## config.mk

```make
export PLATFORM = sky130hd
export DESIGN_NAME = uart_rx
export DESIGN_NICKNAME = d
export VERILOG_FILES = /design/src/rtl/uart_rx.sv
export SDC_FILE = /design/constraint.sdc
export NUM_CORES = 1
export LEC_CHECK = 0
export ABC_AREA = 1
export CAP_MARGIN = 30
export CORE_ASPECT_RATIO = 1.25
export CORE_MARGIN = 5
export CORE_UTILIZATION = 45
export DETAILED_ROUTE_END_ITERATION = 16
export HOLD_SLACK_MARGIN = 0.03
export PLACE_DENSITY = 0.66
export SETUP_SLACK_MARGIN = 0.1
export SYNTH_ARGS = -nofsm -noshare
export SYNTH_HDL_FRONTEND = slang
export SYNTH_SLANG_ARGS = --single-unit
export TNS_END_PERCENT = 100
```

## constraint.sdc

```tcl
create_clock -name i_clock -period 1.6 [get_ports i_clock]
set_input_delay 0.32 -clock i_clock [delete_from_list [all_inputs] [get_ports i_clock]]
set_output_delay 0.32 -clock i_clock [all_outputs]
set_load 0.01 [all_outputs]
```

## src/rtl/uart_rx.sv

```systemverilog
// uart_rx: 8N1 serial receiver with mid-bit sampling, framing-error detection and break hold-off.
module uart_rx #(
  parameter int CLKS_PER_BIT = 16
) (
  input  logic       i_clock,
  input  logic       i_reset_n,
  input  logic       i_signal,
  output logic [7:0] o_data,
  output logic       o_valid,
  output logic       o_frame_err,
  output logic       o_busy
);
  localparam int CW = $clog2(CLKS_PER_BIT);
  localparam logic [CW-1:0] LAST = CW'(CLKS_PER_BIT - 1);
  localparam logic [CW-1:0] HALF = CW'(CLKS_PER_BIT / 2 - 1);
  typedef enum logic [2:0] {IDLE, START, DATA, STOP, BREAK} state_t;
  state_t state, state_nx;
  logic [1:0] sync;
  logic rx_s;
  logic [CW-1:0] clk_cnt, cnt_nx;
  logic [2:0] bit_idx, idx_nx;
  logic [7:0] shreg, sh_nx, data_nx;
  logic valid_nx, ferr_nx;
  assign rx_s = sync[1];
  assign o_busy = state != IDLE;
  always_ff @(posedge i_clock) begin
    if (!i_reset_n) begin
      sync        <= 2'b11;
      state       <= IDLE;
      clk_cnt     <= '0;
      bit_idx     <= '0;
      shreg       <= '0;
      o_data      <= '0;
      o_valid     <= 1'b0;
      o_frame_err <= 1'b0;
    end else begin
      sync        <= {sync[0], i_signal};
      state       <= state_nx;
      clk_cnt     <= cnt_nx;
      bit_idx     <= idx_nx;
      shreg       <= sh_nx;
      o_data      <= data_nx;
      o_valid     <= valid_nx;
      o_frame_err <= ferr_nx;
    end
  end
  // Bit timer free-runs in the timed states and is cleared at every sample point.
  always_comb begin
    state_nx = state;
    cnt_nx   = clk_cnt + 1'b1;
    idx_nx   = bit_idx;
    sh_nx    = shreg;
    data_nx  = o_data;
    valid_nx = 1'b0;
    ferr_nx  = 1'b0;
    case (state)
      IDLE: begin
        cnt_nx = '0;
        if (!rx_s) state_nx = START;
      end
      START: if (clk_cnt == HALF) begin
        cnt_nx   = '0;
        idx_nx   = '0;
        state_nx = rx_s ? IDLE : DATA;
      end
      DATA: if (clk_cnt == LAST) begin
        cnt_nx = '0;
        sh_nx  = {rx_s, shreg[7:1]};
        idx_nx = bit_idx + 1'b1;
        if (bit_idx == 3'd7) state_nx = STOP;
      end
      STOP: if (clk_cnt == LAST) begin
        cnt_nx   = '0;
        valid_nx = rx_s;
        ferr_nx  = !rx_s;
        data_nx  = rx_s ? shreg : o_data;
        state_nx = rx_s ? IDLE : BREAK;
      end
      BREAK: begin
        cnt_nx = '0;
        if (rx_s) state_nx = IDLE;
      end
      default: state_nx = IDLE;
    endcase
  end
endmodule

```

Word-level counts from Yosys, hierarchy flattened --
Index checks and enable logic that the tools add are counted.
Word-level totals: memories kept 0, latch bits 0, bits in writable memories 0, register bits 30, logic and storage cells 49, ROM bits 0
Cells by class: div/mod/pow operators 0, add/subtract/negate cells 2, reductions and logical operators 11, multiplexer cells 15, bitwise gates (word level) 0, shift operators 0, equality and inequality tests 13, $lt $le $gt $ge 0, multipliers 0
Operators with widths (count):
- 3-bit two-way mux | 9
- 3-bit case mux with 5 select lines | 1
- 2-bit != test, second input constant | 6
- 4-bit case mux with 3 select lines | 1
- 3-bit AND reduction | 3
- 4-bit two-way mux | 2
- 3-bit by 2-bit equality test with 1-bit output, second input constant | 2
- 3-bit equality test, second input constant | 2
- 3-bit case mux with 2 select lines | 1
- 6-bit AND reduction | 1
- 4-bit by 1-bit adder with 4-bit output, second input constant | 1
- 4-bit by 3-bit equality test with 1-bit output, second input constant | 1
- 4-bit equality test, second input constant | 1
- 2-bit OR reduction | 2
- 3-bit by 1-bit adder with 3-bit output, second input constant | 1
- 3-bit by 1-bit equality test with 1-bit output, second input constant | 1
- 3-bit logical NOT | 1
- 3-bit nonzero test | 1
- 2-bit two-way mux | 1
- 2-bit AND reduction | 1
- 2-bit nonzero test | 1
- 1-bit logical NOT | 1

Depth between registers and ports, before layout --
Gate-level depths: netlist of the first run.
depth after elaboration 4, mapped depth 9

Least setup slack after synthesis of the first run --
OpenSTA, ideal clock, no wires.
path kind flip-flop to flip-flop, start reg clk_cnt[0], end reg bit_idx[0], period minus slack after synthesis 1.233 ns, required time 1.487 ns, buffers on the path 0, cell stages (with the launch flop) 9, setup slack 0.367 ns, arrival time 1.119 ns, cells stage by stage dfxtp_1 ha_1 nand3_2 inv_2 nand2_2 nand2_2 nand2_4 o21ai_1 nor2_1
Between the ends: longest elaborated chain between the ends 3, elaborated cells between the ends (all ways) 5, those cells by class 4 x eq/ne; 1 x reduce/logical
Ends and longest elaborated chain:
- start: declaration | line 20 | logic [CW-1:0] clk_cnt, cnt_nx;
- start signal: assignment | line 39 | clk_cnt <= cnt_nx;
- 4-bit equality test / 4-bit by 3-bit equality test with 1-bit output (equally long branches) | line 66, 61
- 2-bit != test (no source line)
- 3-bit AND reduction (no source line) (*)
- end signal: assignment | line 40 | bit_idx <= idx_nx;
- end: declaration | line 21 | logic [2:0] bit_idx, idx_nx;
Every way passes the cells marked *; elsewhere a longest branch is shown, timed or not. A chain may end at the register's enable or synchronous reset.

Worst setup path in the final report of the first run --
start reg state[2], end out o_busy
Between the ends: longest elaborated chain between the ends 1
Ends and longest elaborated chain:
- start: declaration | line 17 | state_t state, state_nx;
- start signal: assignment | line 38 | state <= state_nx;
- 3-bit nonzero test | line 25 | assign o_busy = state != IDLE;
- end: declaration | line 11 | output logic o_busy
Every way passes these cells.

==> results of run 1 <==
==> Yosys cell counts, types with 3 or more instances <==
| library cell | count |
|---|---|
| nor2_2 | 3 |
| nand3_1 | 6 |
| inv_2 | 6 |
| nor2_1 | 54 |
| o21ai_0 | 16 |
| dfxtp_1 | 30 |
| a21oi_1 | 3 |
| nand2_2 | 5 |
| inv_1 | 9 |
| nand2_1 | 11 |
| ha_1 | 3 |
| o21ai_1 | 5 |
==> cell usage in the layout, fill, tap and decap left out, types with 3 or more instances in the layout <==
| cell | netlist | layout |
|---|---|---|
| o21ai_0 | 16 | 16 |
| clkbuf_4 | 0 | 5 |
| dlygate4sd2_1 | 0 | 11 |
| a21oi_1 | 3 | 3 |
| inv_2 | 6 | 5 |
| nor2_1 | 54 | 53 |
| nand2_2 | 5 | 5 |
| o21ai_1 | 5 | 5 |
| inv_1 | 9 | 9 |
| nand2_1 | 11 | 11 |
| buf_4 | 0 | 4 |
| nor2_2 | 3 | 4 |
| nand3_1 | 6 | 6 |
| dfxtp_1 | 30 | 27 |
==> state kept, by name, summed over array words and instances, names as in the netlist <==
register	flops
bit_idx	3
clk_cnt	4
o_data	8
o_frame_err	1
o_valid	1
shreg	8
state	3
sync	2
==> kinds of logic after synthesis <==
family	count (synthesis)
AO/OA/AOI/OAI	24
XOR/XNOR	1
AND/OR/NAND/NOR	90
flip-flops	30
buffers and inverters	18
adder cells (fa/ha/maj)	3
==> worst max-delay path by stage <==
stage / start / slack (ns) / endpoint
2_1_floorplan: clk_cnt[0]$_SDFF_PN0_ / 0.37 / bit_idx[0]$_SDFFE_PN0P_
3_3_place_gp: state[2]$_SDFFE_PN0P_ / 0.18 / o_busy
3_5_place_dp: state[2]$_SDFFE_PN0P_ / 0.16 / o_busy
4_1_cts: state[2]$_SDFFE_PN0P_ / 0.1 / o_busy
5_1_grt: state[1]$_SDFFE_PN0P_ / 0.09 / o_busy
6_report: state[2]$_SDFFE_PN0P_ / 0.15 / o_busy
==> what timing repair did <==
action                     4_1_cts  5_1_grt
hold buffers                     0        0
gates resized for setup         14        5
setup endpoints to repair       11        8
hold endpoints to repair         0        0
buffers inserted                 0        1
==> stage by stage <==
stage	instance area, um^2	total power (uW)	util [%]
final	1570	2470	58.5
after global routing	1570	2670	58.5
after CTS	1550	2470	57.8
after detailed placement	1450	1670	54.0
after global placement	1450	1650	54.0
after floorplan	1260	1460	-
==> power by group through the flow <==
stage	logic, uW	clock network [uW]	registers [uW]
6_report	784	785	903
5_1_grt	897	859	913
4_1_cts	757	818	893
3_5_place_dp	769	0	900
3_3_place_gp	751	0	896
2_1_floorplan	560	0	901
==> metal layers <==
| metal | GRT usage [%] | vias up | routed length (um) | share of wire, % |
|---|---|---|---|---|
| met4 | 11.3 | 0 | 104 | 4.5 |
| met2 | 22.4 | 23 | 1160 | 50 |
| li1 | - | 572 | - | - |
| met1 | 12.5 | 502 | 930 | 40 |
| met5 | 0 | - | 0 | 0 |
| met3 | 5.04 | 10 | 115 | 5.0 |
==> final cells by class <==
class	instances	area (um^2)	share of cell area [%]
flip-flops and latches	30	609	38.8
repair buffers	17	146	9.33
clock inverters	2	60.1	3.83
clock buffers	6	51.3	3.27
well taps	34	42.5	2.71
inverters	16	63.8	4.07
multi-input cells	118	596	38.0
==> metrics.csv, run 1 <==
stage;metric;value;unit
critical_path;critPathLaunchType;flip-flop;
logic_synthesis;synth-edff-count;0;
floorplan;chipWidth;57.3;um
clock_network;max-clock-path-buffers;2;
critical_path;critPathMaxStageDelay;0.38;ns
clock_network;cts-root-buf;clkbuf_4;
logic_synthesis;yosys.area_share.simple;33.7;%
pwr;seqPwrFrac;36.5;%
grt;grt-ovfl-total;0;
clock_network;clock_sinks;30;
critical_path;cp_slowest_cell;dfxtp_4;
grt;grt_usage;13.4;%
clock_network;clk_pin_slew;0.09;ns
clock_network;clk_latency;0.33;ns
floorplan;start_util;47.0;%
detailed_routing;drt-wirelength-per-cell;10.4;um
critical_path;r2r_end;bit_idx[2]$_SDFFE_PN0P_;
layout;finish.net_count;194;
timing;max_freq;690;MHz
floorplan;die_h;69.2;um
critical_path;crit_cells;3;
logic_synthesis;synthCells;166;
timing;hold_ws;0.420;ns
placed_design;numPortBuffers;13;
critical_path;r2r_cells;8;
placed_design;dp_hpwl;1700;um
logic_synthesis;yosysUniqueCellTypes;22;
logic_synthesis;synth-xor-area-share;0.695;%
logic_synthesis;synth-compound-area-share;9.53;%
hold_path;hold_path.class;flip-flop to flip-flop;
logic_synthesis;syn_nets;172;
floorplan;rows;21;
floorplan;io_pins;14;
timing;rsz0062_at_grt;yes;
grt;grt_first_pass_wirelength;4060;um
placed_design;place_congestion;0.912;
timing;period_share;90.6;%
logic_synthesis;synthAdderAreaFrac;2.98;%
timing;drv_slew;0;
placed_design;dp_cells;214;
pwr;cellPowerDensity;1580;mW/mm^2
logic_synthesis;synthMuxAreaShare;0;%
logic_synthesis;synth_area;0.00126;mm^2
critical_path;end_kind;output pin;
clock_network;cts_buffers;5;
pwr;ir_worst_vdd;1500;uV
critical_path;worst_ep_required_time;1.28;ns
timing;relSlewSlack;83.5;%
timing;worstMarginPinSlew;0.245;ns
critical_path;rrSetupSlack;0.25;ns
logic_synthesis;synth_top_area_share;47.7;%
grt;grt_max_degree;24;
timing;finalHoldViolCount;0;
layout;antennaDiodeCount;0;
timing;fin_ws;0.150;ns
status;status;finished clean;
logic_synthesis;synth_ff_type;dfxtp_1;
detailed_routing;post_drt_via_cell_ratio;4.96;
layout;area_growth;24.5;%
critical_path;r2r_start;clk_cnt[0]$_SDFF_PN0_;
pwr;p_switching;803;uW
detailed_routing;drtPass1Iterations;4;
critical_path;crit_type;flip-flop to output pin;
critical_path;cp_num_buf_inv;2;
logic_synthesis;ys_seq_area_share;47.7;%
logic_synthesis;synth_area_leader_cell;dfxtp_1;
pwr;internal-power;1670;uW
layout;drive_above_1_share;21.2;%
timing;clock_skew;0.00884;ns
detailed_routing;drc;0;
timing;fin_crit;1.45;ns
layout;fillers;270;
critical_path;crit_chain;inv_4, nand2_1, dlygate4sd2_1;
floorplan;dieArea;0.00396;mm^2
logic_synthesis;synth.avg_cell_area;7.59;um^2
logic_synthesis;ys_top_cells_by_area;dfxtp_1 (48%), nor2_1 (16%), o21ai_0 (6.4%);
hold_path;holdCritStartpoint;sync[0]$_SDFF_PN1_;
flow_run;drv_cap;0;
grt;antenna_found_initial;0;
placed_design;place_ws;0.161;ns
critical_path;cp_top_family;flip-flops;
logic_synthesis;synth-seq-cells;30;
timing;fin_setup_tns;0;ns
floorplan;core_area;0.00268;mm^2
detailed_routing;wl;2310;um
critical_path;cp.arrival;1.13;ns
clock_network;ctsHtreeMaxLevel;2;
critical_path;critPathMaxFanout;7;
pwr;sw_frac_of_total;32.5;%
grt;grt_pass1_vias;1034;
hold_path;hold-path-cell-count;1;
timing;setup_viol;0;
detailed_routing;drtAntennaViolNets;0;
hold_path;hold-path-endpoint;sync[1]$_SDFF_PN1_;
pwr;clock_power_share;31.8;%
clock_network;cts_tree;yes;
pwr;power_frac_comb;31.7;%
detailed_routing;drtIter0Drc;12;
pwr;leakagePower;0.000717;uW
layout;layout.cells.non_filler;223;
detailed_routing;vias;1107;
logic_synthesis;async_flop_share;0;%
logic_synthesis;synth_top_family_by_area;simple AND/OR/NAND/NOR gates;
logic_synthesis;synth_warnings;0;
(Power assumes the default switching activity.)
==> inputs of run 2 (changes only) <==
--- a/config.mk
+++ b/config.mk
@@ -11,9 +11,10 @@
 export CORE_MARGIN = 5
 export CORE_UTILIZATION = 45
 export DETAILED_ROUTE_END_ITERATION = 16
+export DONT_BUFFER_PORTS = 1
 export HOLD_SLACK_MARGIN = 0.03
-export PLACE_DENSITY = 0.66
 export SETUP_SLACK_MARGIN = 0.1
+export SKIP_CTS_REPAIR_TIMING = 1
 export SYNTH_ARGS = -nofsm -noshare
 export SYNTH_HDL_FRONTEND = slang
 export SYNTH_SLANG_ARGS = --single-unit
==> run 2 against run 1 <==
Net effect: clock power is 39% lower; routed wire length is 1.2% lower; design area is 13% lower; maximum frequency is 3.2% higher; highest routed layer unchanged; combinational power is 18% lower; worst setup slack better by 0.045 ns; die area stayed put; non-clock buffer count is 17 lower; via count is 7.1% lower.
==> metrics.csv, run 2 (synthesis gave the netlist of run 1 again) <==
stage;metric;value;unit
detailed_routing;drtIter0Drc;15;
timing;worstMarginPinSlew;0.260;ns
layout;area_growth;8.64;%
clock_network;cts-root-buf;clkbuf_4;
floorplan;die_h;69.2;um
timing;setup_viol;0;
critical_path;worst_ep_required_time;1.28;ns
clock_network;clk_pin_slew;0.09;ns
layout;finish.net_count;177;
grt;grt-ovfl-total;0;
timing;fin_crit;1.41;ns
placed_design;numPortBuffers;0;
grt;grt_usage;13.7;%
layout;drive_above_1_share;19.2;%
detailed_routing;drtAntennaViolNets;0;
critical_path;critPathLaunchType;flip-flop;
clock_network;max-clock-path-buffers;2;
grt;grt_max_degree;25;
layout;fin_util;51.1;%
clock_network;ctsHtreeMaxLevel;2;
critical_path;end_kind;output pin;
layout;final_common_cell;nor2_1;
grt;antenna_found_initial;0;
detailed_routing;drc;0;
grt;grt_pass1_vias;1010;
critical_path;crit_type;flip-flop to output pin;
layout;final_area;0.00137;mm^2
floorplan;io_pins;14;
detailed_routing;post_drt_via_cell_ratio;4.99;
timing;max_freq;711;MHz
placed_design;place_congestion;0.874;
floorplan;start_util;47.0;%
timing;relSlewSlack;82.7;%
grt;grt_busiest_layer;met2;
floorplan;dieArea;0.00396;mm^2
timing;rsz0062_at_grt;yes;
pwr;cellPowerDensity;1480;mW/mm^2
critical_path;critPathMaxFanout;6;
layout;antennaDiodeCount;0;
layout;layout_common_cells;nor2_1 (53), dfxtp_1 (30), o21ai_0 (16);
timing;fin_ws;0.194;ns
status;status;finished clean;
placed_design;place_ws;0.233;ns
timing;drv_slew;0;
pwr;ir_worst_vdd;968;uV
detailed_routing;wl;2280;um
floorplan;chipWidth;57.3;um
layout;reg_top3;o_data x8, shreg x8, clk_cnt x4;
timing;clock_skew;0.00709;ns
clock_network;clock_sinks;30;
critical_path;cp.arrival;1.09;ns
hold_path;hold_path.class;primary input to flip-flop;
flow_run;drv_cap;0;
clock_network;cts_buffers;5;
placed_design;dp_hpwl;1680;um
clock_network;cts_tree;yes;
pwr;total_power;2030;uW
floorplan;rows;21;
detailed_routing;drt-wirelength-per-cell;11.1;um
floorplan;core_area;0.00268;mm^2
grt;grt_first_pass_wirelength;4160;um
placed_design;dpl_cell_area;0.00129;mm^2
timing;fin_setup_tns;0;ns
grt;met2_usage;23.6;%
detailed_routing;drtPass1Iterations;4;
grt;grtUsageMet3;3.73;%
clock_network;clk_latency;0.34;ns
detailed_routing;vias;1028;
timing;period_share;87.8;%
timing;finalHoldViolCount;0;
pwr;leakagePower;0.000588;uW
grt;met1_usage;13.2;%
[run 2: cell types whose count changed in the layout (fill, tap and decap cells not counted)]
cell	previous run	this run
buf_4	4	0
bufinv_16	2	0
clkdlybuf4s50_1	2	0
clkinv_2	1	2
clkinvlp_4	0	1
dfxtp_1	27	30
dfxtp_2	1	0
dfxtp_4	2	0
dlygate4sd2_1	11	0
inv_2	5	6
inv_4	1	0
nand2_2	5	4
nand2_4	1	2
[run 2: final cells by class]
type	instances	area (um^2)
clock inverters	2	12.5
inverters	16	61.3
multi-input cells	118	601
fillers	276	1310
flip-flops and latches	30	601
well taps	34	42.5
clock buffers	6	51.3
[run 2: metal layers]
layer | wire [um] | vias to the layer above
met3 | 112 | 7
met4 | 60 | 0
li1 | - | 539
met1 | 981 | 464
met5 | 0 | -
met2 | 1130 | 18
[run 2: path summary, 6_finish.rpt]
path / startpoint / endpoint / slack [ns] / cells after the start
max: state[0]$_SDFFE_PN0P_ / o_busy / 0.19 / 2
min: i_signal / sync[0]$_SDFF_PN1_ / 0.09 / 1
max reg2reg: clk_cnt[0]$_SDFF_PN0_ / bit_idx[2]$_SDFFE_PN0P_ / 0.26 / 8
min reg2reg: sync[0]$_SDFF_PN1_ / sync[1]$_SDFF_PN1_ / 0.42 / 1
[run 2: worst max-delay path, cell delays in order (launching register included)]
cell	delay [ns]
dfxtp_1	0.39
nor2_2	0.22
nand2_1	0.13
[run 2: stage by stage]
stage                     cells  hold slack, ns
after floorplan             166           0.393
after global placement      198           0.397
after detailed placement    198           0.407
after CTS                   206          0.0755
after global routing        206          0.0649
final                       206          0.0853
[run 2: power by group]
group	leakage [uW]	internal, uW	switching [uW]
Clock	0.0000343	211	269
Combinational	0.000311	232	413
Sequential	0.000243	818	89.6
Total	0.000588	1260	771
